### config.mk
export PLATFORM = sky130hd
export DESIGN_NAME = tlul_sram_bridge
export DESIGN_NICKNAME = d
export VERILOG_FILES = /design/src/rtl/tlul_sram_bridge.sv
export SDC_FILE = /design/constraint.sdc
export NUM_CORES = 1
export LEC_CHECK = 0
export ABC_AREA = 1
export ABC_CLOCK_PERIOD_IN_PS = 2700
export CORE_AREA = 2 2 125 127
export DETAILED_ROUTE_END_ITERATION = 10
export DIE_AREA = 0 0 127 129
export GPL_ROUTABILITY_DRIVEN = 0
export MAX_ROUTING_LAYER = met4
export PLACE_DENSITY_LB_ADDON = 0.05
export SKIP_CTS_REPAIR_TIMING = 1
export SLEW_MARGIN = 20
export SYNTH_ARGS = -nofsm -noshare
export SYNTH_HDL_FRONTEND = slang
export SYNTH_SLANG_ARGS = --single-unit
### constraint.sdc
create_clock -name clk_i -period 2.7 [get_ports clk_i]
set_input_delay 0.54 -clock clk_i [delete_from_list [all_inputs] [get_ports clk_i]]
set_output_delay 0.54 -clock clk_i [all_outputs]
set_load 0.005 [all_outputs]
### src/rtl/tlul_sram_bridge.sv
// TL-UL device responder in front of a single-port SRAM: classifies A-channel
// requests, issues SRAM accesses and returns in-order D-channel responses.

package tlul_pkg;
    localparam logic [2:0] OpPutFull       = 3'h0;
    localparam logic [2:0] OpPutPartial    = 3'h1;
    localparam logic [2:0] OpGet           = 3'h4;
    localparam logic [2:0] OpAccessAck     = 3'h0;
    localparam logic [2:0] OpAccessAckData = 3'h1;

    typedef struct packed {
        logic [6:0] cmd_intg;
        logic [6:0] data_intg;
    } tl_a_user_t;

    typedef struct packed {
        logic [6:0] rsp_intg;
        logic [6:0] data_intg;
    } tl_d_user_t;

    typedef struct packed {
        logic        a_valid;
        logic [2:0]  a_opcode;
        logic [2:0]  a_param;
        logic [1:0]  a_size;
        logic [7:0]  a_source;
        logic [31:0] a_address;
        logic [3:0]  a_mask;
        logic [31:0] a_data;
        tl_a_user_t  a_user;
        logic        d_ready;
    } tl_h2d_t;

    typedef struct packed {
        logic        d_valid;
        logic [2:0]  d_opcode;
        logic [2:0]  d_param;
        logic [1:0]  d_size;
        logic [7:0]  d_source;
        logic        d_sink;
        logic [31:0] d_data;
        tl_d_user_t  d_user;
        logic        d_error;
        logic        a_ready;
    } tl_d2h_t;

    // Inverted 7-way parity fold, so an all-zero bus never carries valid integrity.
    function automatic logic [6:0] fold7(input logic [63:0] v);
        logic [6:0] r;
        r = '0;
        for (int i = 0; i < 64; i++) r[3'(i % 7)] = r[3'(i % 7)] ^ v[i];
        return ~r;
    endfunction

    function automatic logic [6:0] cmd_intg_gen(input logic [2:0] op, input logic [31:0] addr,
                                                 input logic [3:0] mask);
        return fold7({25'b0, op, addr, mask});
    endfunction

    function automatic logic [6:0] data_intg_gen(input logic [31:0] data);
        return fold7({32'b0, data});
    endfunction

    function automatic logic [6:0] rsp_intg_gen(input logic [2:0] op, input logic [1:0] size,
                                                 input logic err);
        return fold7({58'b0, op, size, err});
    endfunction
endpackage

module tlul_sram_bridge
    import tlul_pkg::*;
#(
    parameter int unsigned SramAw      = 10,
    parameter logic [31:0] BaseAddr    = 32'h0010_0000,
    parameter int unsigned Outstanding = 2,
    parameter logic [31:0] ErrData     = 32'hFFFF_FFFF
) (
    input  logic              clk_i,
    input  logic              rst_i,
    input  tl_h2d_t           tl_i,
    output tl_d2h_t           tl_o,
    output logic              sram_req_o,
    output logic              sram_we_o,
    output logic [SramAw-1:0] sram_addr_o,
    output logic [31:0]       sram_wdata_o,
    output logic [31:0]       sram_wmask_o,
    input  logic [31:0]       sram_rdata_i
);
    localparam int unsigned   PtrW    = (Outstanding > 1) ? $clog2(Outstanding) : 1;
    localparam int unsigned   CntW    = $clog2(Outstanding + 1);
    localparam logic [CntW-1:0] Depth = CntW'(Outstanding);
    localparam logic [PtrW-1:0] LastPtr = PtrW'(Outstanding - 1);

    typedef struct packed {
        logic        valid;
        logic [2:0]  opcode;
        logic [7:0]  source;
        logic [1:0]  size;
        logic        error;
        logic [31:0] data;
        logic        data_ok;
    } entry_t;

    entry_t          fifo_q [Outstanding];
    entry_t          fifo_d [Outstanding];
    logic [PtrW-1:0] wptr_q, wptr_d, rptr_q, rptr_d, rd_idx_q, rd_idx_d;
    logic [CntW-1:0] count_q, count_d;
    logic            rd_pend_q, rd_pend_d;

    logic   a_ready, accept, is_get, req_err, d_valid, pop;
    entry_t head;
    logic   unused_a_param;

    assign unused_a_param = ^tl_i.a_param;

    assign a_ready = !rst_i && (count_q < Depth);
    assign accept  = tl_i.a_valid && a_ready;
    assign is_get  = (tl_i.a_opcode == OpGet);

    always_comb begin
        req_err = 1'b0;
        if ((tl_i.a_address >> (SramAw + 2)) != (BaseAddr >> (SramAw + 2))) req_err = 1'b1;
        if (tl_i.a_address[1:0] != 2'b00) req_err = 1'b1;
        if (!(tl_i.a_opcode inside {OpGet, OpPutFull, OpPutPartial})) req_err = 1'b1;
        if (tl_i.a_opcode == OpPutFull && tl_i.a_mask != 4'hF) req_err = 1'b1;
        if (tl_i.a_user.cmd_intg != cmd_intg_gen(tl_i.a_opcode, tl_i.a_address, tl_i.a_mask))
            req_err = 1'b1;
        if (tl_i.a_user.data_intg != data_intg_gen(tl_i.a_data)) req_err = 1'b1;
    end

    assign sram_req_o   = accept && !req_err;
    assign sram_we_o    = !is_get;
    assign sram_addr_o  = tl_i.a_address[SramAw+1:2];
    assign sram_wdata_o = tl_i.a_data;
    assign sram_wmask_o = {{8{tl_i.a_mask[3]}}, {8{tl_i.a_mask[2]}},
                           {8{tl_i.a_mask[1]}}, {8{tl_i.a_mask[0]}}};

    // Read data arriving this cycle for the head is forwarded, giving 1-cycle Get latency.
    always_comb begin
        head = fifo_q[rptr_q];
        if (rd_pend_q && rd_idx_q == rptr_q) begin
            head.data    = sram_rdata_i;
            head.data_ok = 1'b1;
        end
    end

    assign d_valid = !rst_i && head.valid && head.data_ok;
    assign pop     = d_valid && tl_i.d_ready;

    always_comb begin
        tl_o                  = '0;
        tl_o.a_ready          = a_ready;
        tl_o.d_valid          = d_valid;
        tl_o.d_opcode         = head.opcode;
        tl_o.d_size           = head.size;
        tl_o.d_source         = head.source;
        tl_o.d_error          = head.error;
        tl_o.d_data           = head.data;
        tl_o.d_user.rsp_intg  = rsp_intg_gen(head.opcode, head.size, head.error);
        tl_o.d_user.data_intg = data_intg_gen(head.data);
    end

    always_comb begin
        fifo_d = fifo_q;
        if (rd_pend_q) begin
            fifo_d[rd_idx_q].data    = sram_rdata_i;
            fifo_d[rd_idx_q].data_ok = 1'b1;
        end
        if (pop) fifo_d[rptr_q].valid = 1'b0;
        if (accept) begin
            fifo_d[wptr_q].valid   = 1'b1;
            fifo_d[wptr_q].opcode  = is_get ? OpAccessAckData : OpAccessAck;
            fifo_d[wptr_q].source  = tl_i.a_source;
            fifo_d[wptr_q].size    = tl_i.a_size;
            fifo_d[wptr_q].error   = req_err;
            fifo_d[wptr_q].data    = (is_get && req_err) ? ErrData : 32'h0;
            fifo_d[wptr_q].data_ok = !(is_get && !req_err);
        end

        rd_pend_d = accept && is_get && !req_err;
        rd_idx_d  = wptr_q;

        wptr_d = wptr_q;
        if (accept) wptr_d = (wptr_q == LastPtr) ? '0 : wptr_q + 1'b1;
        rptr_d = rptr_q;
        if (pop) rptr_d = (rptr_q == LastPtr) ? '0 : rptr_q + 1'b1;

        count_d = count_q;
        if (accept && !pop) count_d = count_q + 1'b1;
        else if (!accept && pop) count_d = count_q - 1'b1;
    end

    always_ff @(posedge clk_i) begin
        if (rst_i) begin
            for (int i = 0; i < Outstanding; i++) fifo_q[i] <= '0;
            wptr_q    <= '0;
            rptr_q    <= '0;
            rd_idx_q  <= '0;
            count_q   <= '0;
            rd_pend_q <= 1'b0;
        end else begin
            fifo_q    <= fifo_d;
            wptr_q    <= wptr_d;
            rptr_q    <= rptr_d;
            rd_idx_q  <= rd_idx_d;
            count_q   <= count_d;
            rd_pend_q <= rd_pend_d;
        end
    end
endmodule
# After elaboration in Yosys (flattened, before gate mapping)

Index checks and enable logic that the tools add are counted.
W data, S select, Z words.

Bits in read-only memories: 0
Memory bits (writable): 0
Bits of input ports: 134
Memories: 0
Flip-flop bits (word level): 102
Bits in latches: 0

Order comparisons: 7
Reduce and logical (&&, ||, !) cells: 27
Divide/modulo/power cells: 0
Mux-type cells: 49
$mul: 0
Shift-type cells: 0
Bitwise operators: 59
Equal/unequal tests: 7
Add/subtract/negate cells: 4

Operators with widths:

| kind                  | count |
|---|---|
| $bwmux W96            | 10 |
| $demux W48 S1         | 10 |
| $mux W96              | 3 |
| $mux W48              | 5 |
| $mux W33              | 3 |
| $xor A1 B1 Y1         | 52 |
| $mux W47              | 1 |
| $mux W44              | 1 |
| $mux W36              | 1 |
| $mux W34              | 1 |
| $mux W32              | 1 |
| $not A4 Y7            | 4 |
| $ne A20 B9 Y1 const B | 1 |
| $logic_and A1 B1 Y1   | 17 |
| $ne A7 B7 Y1          | 2 |
| $mux W1               | 11 |
| $ge A2 B2 Y1 const B  | 3 |
| $logic_not A1 Y1      | 6 |
| $lt A2 B1 Y1 const B  | 3 |
| $not A1 Y2            | 3 |
| $mux W2               | 2 |
| $ne A4 B4 Y1 const B  | 1 |
| $reduce_bool A2 Y1    | 2 |
| $eq A3 B1 Y1 const B  | 1 |
| 8 further kinds       | 9 |

# Logic depth before layout (Yosys ltp)

Depth after elaboration: 18
Depth in mapped cells: 16

# Least setup slack after synthesis

No wires, ideal clock.

Path type: flip-flop to output port
From: register rptr_q
To: output tl_o[4] (netlist name)
Path slack: 0.517 ns
Arrival time: 1.643 ns
Stages on the path, launching flop included: 10
Path buffers: 2
Path through: dfxtp_1 > inv_2 > o21ai_4 > buf_8 > buf_12 > o211ai_2 > o21ai_2 > xnor2_1 > xor2_1 > xor2_1

RTL lines:

| what                   | line | text |
|---|---|---|
| from (decl)            | 106  | `logic [PtrW-1:0] wptr_q, wptr_d, rptr_q, rptr_d, rd_idx_q, rd_idx_d;` |
| from (signal assigned) | 204  | `rptr_q <= rptr_d;` |
| to (decl)              | 81   | `output tl_d2h_t tl_o,` |

==> summary.md <==
| Metric | Value |
|---|---|
| Syn Inst Count | `1020` |
| Final Cycle Share | `100%` |
| Avg Inst Size Synth | `6.42 um^2` |
| Clk slew on worst S/H paths | `0.07 ns` |
| Max-slew violations | `0` |
| Crit path time final | `2.71 ns` |
| Power density over the cells | `385 mW/mm^2` |
| Drt wl/cell | `13.2 um` |
| Sequential Power Share | `41.8%` |
| Row count | `45` |
| Vias/cell | `4.75` |
| RSZ-0062 raised after global routing | `true` |
| Vias in the first global route | `6015` |
| Crit-path max FO | `8` |
| Max stage delay cell, worst path | `dfxtp_2` |
| Worst hold margin | `0.447 ns` |
| Fin cells | `1419` |
| Critical path launch point type | `register` |
| Worst r2r path cells | `11` |
| Placed cell areas | `0.00890 mm^2` |
| Setup CP Type | `register to output pin` |
| Antenna-violating nets left | `0` |
| Pleak | `4.58 nW` |
| CTS max path bufs | `2` |
| Max_cap viols | `0` |
| Gr ovfl total | `0` |
| Cell area after layout | `0.00946 mm^2` |
| Most Used Layer, Global Route | `met2` |
| P_int | `2.68 mW` |
| RR Endpoint | `count_q[1]` |
| Root Driver | `clkbuf_16` |
| Number of antenna violations at the first check in global routing | `0` |
| Status | `complete, but fails checks` |
| CP arrival | `2.17 ns` |
| H-tree Lvls | `3` |
| Clock Skews | `0.00689 ns` |
| Mapped Area | `0.00654 mm^2` |
| Total Power | `3.64 mW` |
| Sw Share | `26.4%` |
| Final setup viols | `1` |
| Clk pwr share | `34.9%` |
| Hold Path Depth | `2` |
| DRT iter0 DRCs | `302` |
| Critical path endpoint category | `output pin` |
| Met2 Track Usage GR | `40.5%` |
| Sw power | `0.963 mW` |
| M3 GR Usage | `3.28%` |
| CTS tree | `yes` |
| Worst-Margin Slew | `1.01 ns` |
| Setup TNS Final | `-0.00629 ns` |
| Die ar. | `0.0164 mm^2` |
| F_max | `370 MHz` |
| Worst hold endpoint | `fifo_q[85]` |
| DR vias | `6740` |
| Area grow syn2layout | `44.6%` |
| Final Hold Vio Count | `0` |
| Hold Crit Class | `register to register` |
| Global-route wire length before repair | `28800 um` |
| Maximum vdd ir drop | `291 uV` |
| Yosys warnings | `0` |
| Post-Route Utilization | `63.2%` |
| Max stage delay on crit path | `0.32 ns` |
| Worst-skew pair later-pin latency | `0.35 ns` |
| Largest net degree at the start of global routing | `66` |
| Combinational share of power | `23.3%` |
| Clk sink count | `98` |
| Pre-antenna DRT Iters | `5` |
| Port-buffer cells | `228` |
| Initial Utilization | `43.7%` |
| GRT Total Usage | `22.6%` |
| Hpwl dp | `13300 um` |
| Setup ws final | `-0.00629 ns` |
| Die Y | `129 um` |
| Inserted Clock Buffers | `9` |
| Violated checks | `negative setup slack` |
| Placed cell count | `1391` |
| Worst Hold Launch | `fifo_q[85]` |
| Most common cell after layout, fill and taps aside | `nand2_1` |
| Nets | `1361` |
| Crit-path cells | `nand2_2, inv_2, o21ai_4, buf_6, buf_8, buf_4, o21ai_4, xnor2_1, xor2_1, xor2_1, buf_2` |
| Most frequent cells in the layout | `nand2_1 (269), clkdlybuf4s50_1 (186), inv_1 (96)` |
| Drt drc | `0` |
| M1 GR Usage | `26.7%` |
| Sequential share of the synthesized area | `30.0%` |
| Routed WL | `18700 um` |
| Rel. slew slack | `32.3%` |
| Reg2Reg Setup Slack | `0.53 ns` |
| Reg-to-Reg Start | `rptr_q` |
| N_diodes | `0` |
| Die W | `127 um` |
| CP required | `2.16 ns` |
| Yosys cell types | `39` |
| Pre-CTS setup slack | `-0.409 ns` |
| Share of cells above drive strength 1 | `13.9%` |
| Post-synthesis register bit count | `98` |
| Core box area | `0.0150 mm^2` |
| I/O pins | `276` |
power by group through the flow:
stage | logic (mW) | registers [mW] | clock network [mW]
6_report | 0.849 | 1.52 | 1.27
5_1_grt | 0.938 | 1.53 | 1.37
4_1_cts | 0.858 | 1.52 | 1.31
3_5_place_dp | 0.853 | 1.56 | 0
3_3_place_gp | 0.847 | 1.55 | 0
2_1_floorplan | 0.438 | 1.55 | 0
critical path: cells and delay by family (launching register included):
kind / cells / cell delay [ns]
buffers and inverters: 5 / 0.58
AO/OA/AOI/OAI: 2 / 0.30
XOR/XNOR: 3 / 0.55
AND/OR/NAND/NOR: 1 / 0.07
flip-flops: 1 / 0.32
cell type report:
| class | instances | area [um^2] |
|---|---|---|
| tap | 188 | 235 |
| fill | 1440 | 5520 |
| multi-input combinational | 685 | 3350 |
| clock inverter | 4 | 33.8 |
| timing repair buffer | 327 | 3210 |
| sequential | 98 | 1970 |
| clock buffer | 12 | 267 |
| inverter | 105 | 394 |
cell usage after synthesis, drive strengths merged:
cell / instances / area [um^2]
nand2: 276 / 1070
or2: 5 / 31.3
a211oi: 2 / 15.0
o31ai: 1 / 7.51
clkinv: 1 / 3.75
buf: 106 / 791
a21oi: 83 / 419
xor2: 16 / 170
a21o: 2 / 15.0
nand3: 29 / 145
o21ai: 116 / 674
ha: 1 / 12.5
o211ai: 4 / 40.0
nor2: 96 / 360
conb: 2 / 7.51
clkbuf: 36 / 135
dfxtp: 98 / 1960
nand3b: 7 / 52.6
xnor2: 10 / 87.6
nand4: 4 / 25.0
a31oi: 18 / 113
inv: 104 / 390
o21bai: 1 / 7.51
nor3: 2 / 10.0
metal layers:
metal  vias up  wire length [um]
met5         -                 0
met3         9               996
met2       220              9520
li1       3540                 -
met1      2971              8080
met4         0               137
sequential cells by signal, summed over array words and instances, names as in the netlist:
signal	cells
rd_idx_q	1
rptr_q	1
rd_idx_d	1
count_q	2
rd_pend_q	1
fifo_q	92
worst max path at each step:
stage,startpoint,slack (ns),cells after the start,endpoint
2_1_floorplan,rptr_q,0.52,9,tl_o[4]
3_3_place_gp,tl_i[49],-0.39,13,sram_req_o
3_5_place_dp,tl_i[49],-0.41,15,sram_req_o
4_1_cts,rd_pend_q,-0.46,10,tl_o[2]
5_1_grt,rd_pend_q,-0.12,12,tl_o[4]
6_report,rd_idx_q,-0.006,11,tl_o[3]
logic make-up after synthesis:
kind of cell / after synthesis / share of synthesized area (%)
compound gates: 227 / 19.7
other cells: 2 / 0.115
xor+xnor: 26 / 3.94
fa+ha+maj: 1 / 0.191
buf+inv: 247 / 20.2
flops: 98 / 30.0
simple gates: 419 / 25.9
No activity file was read; power rests on OpenSTA's default activity.
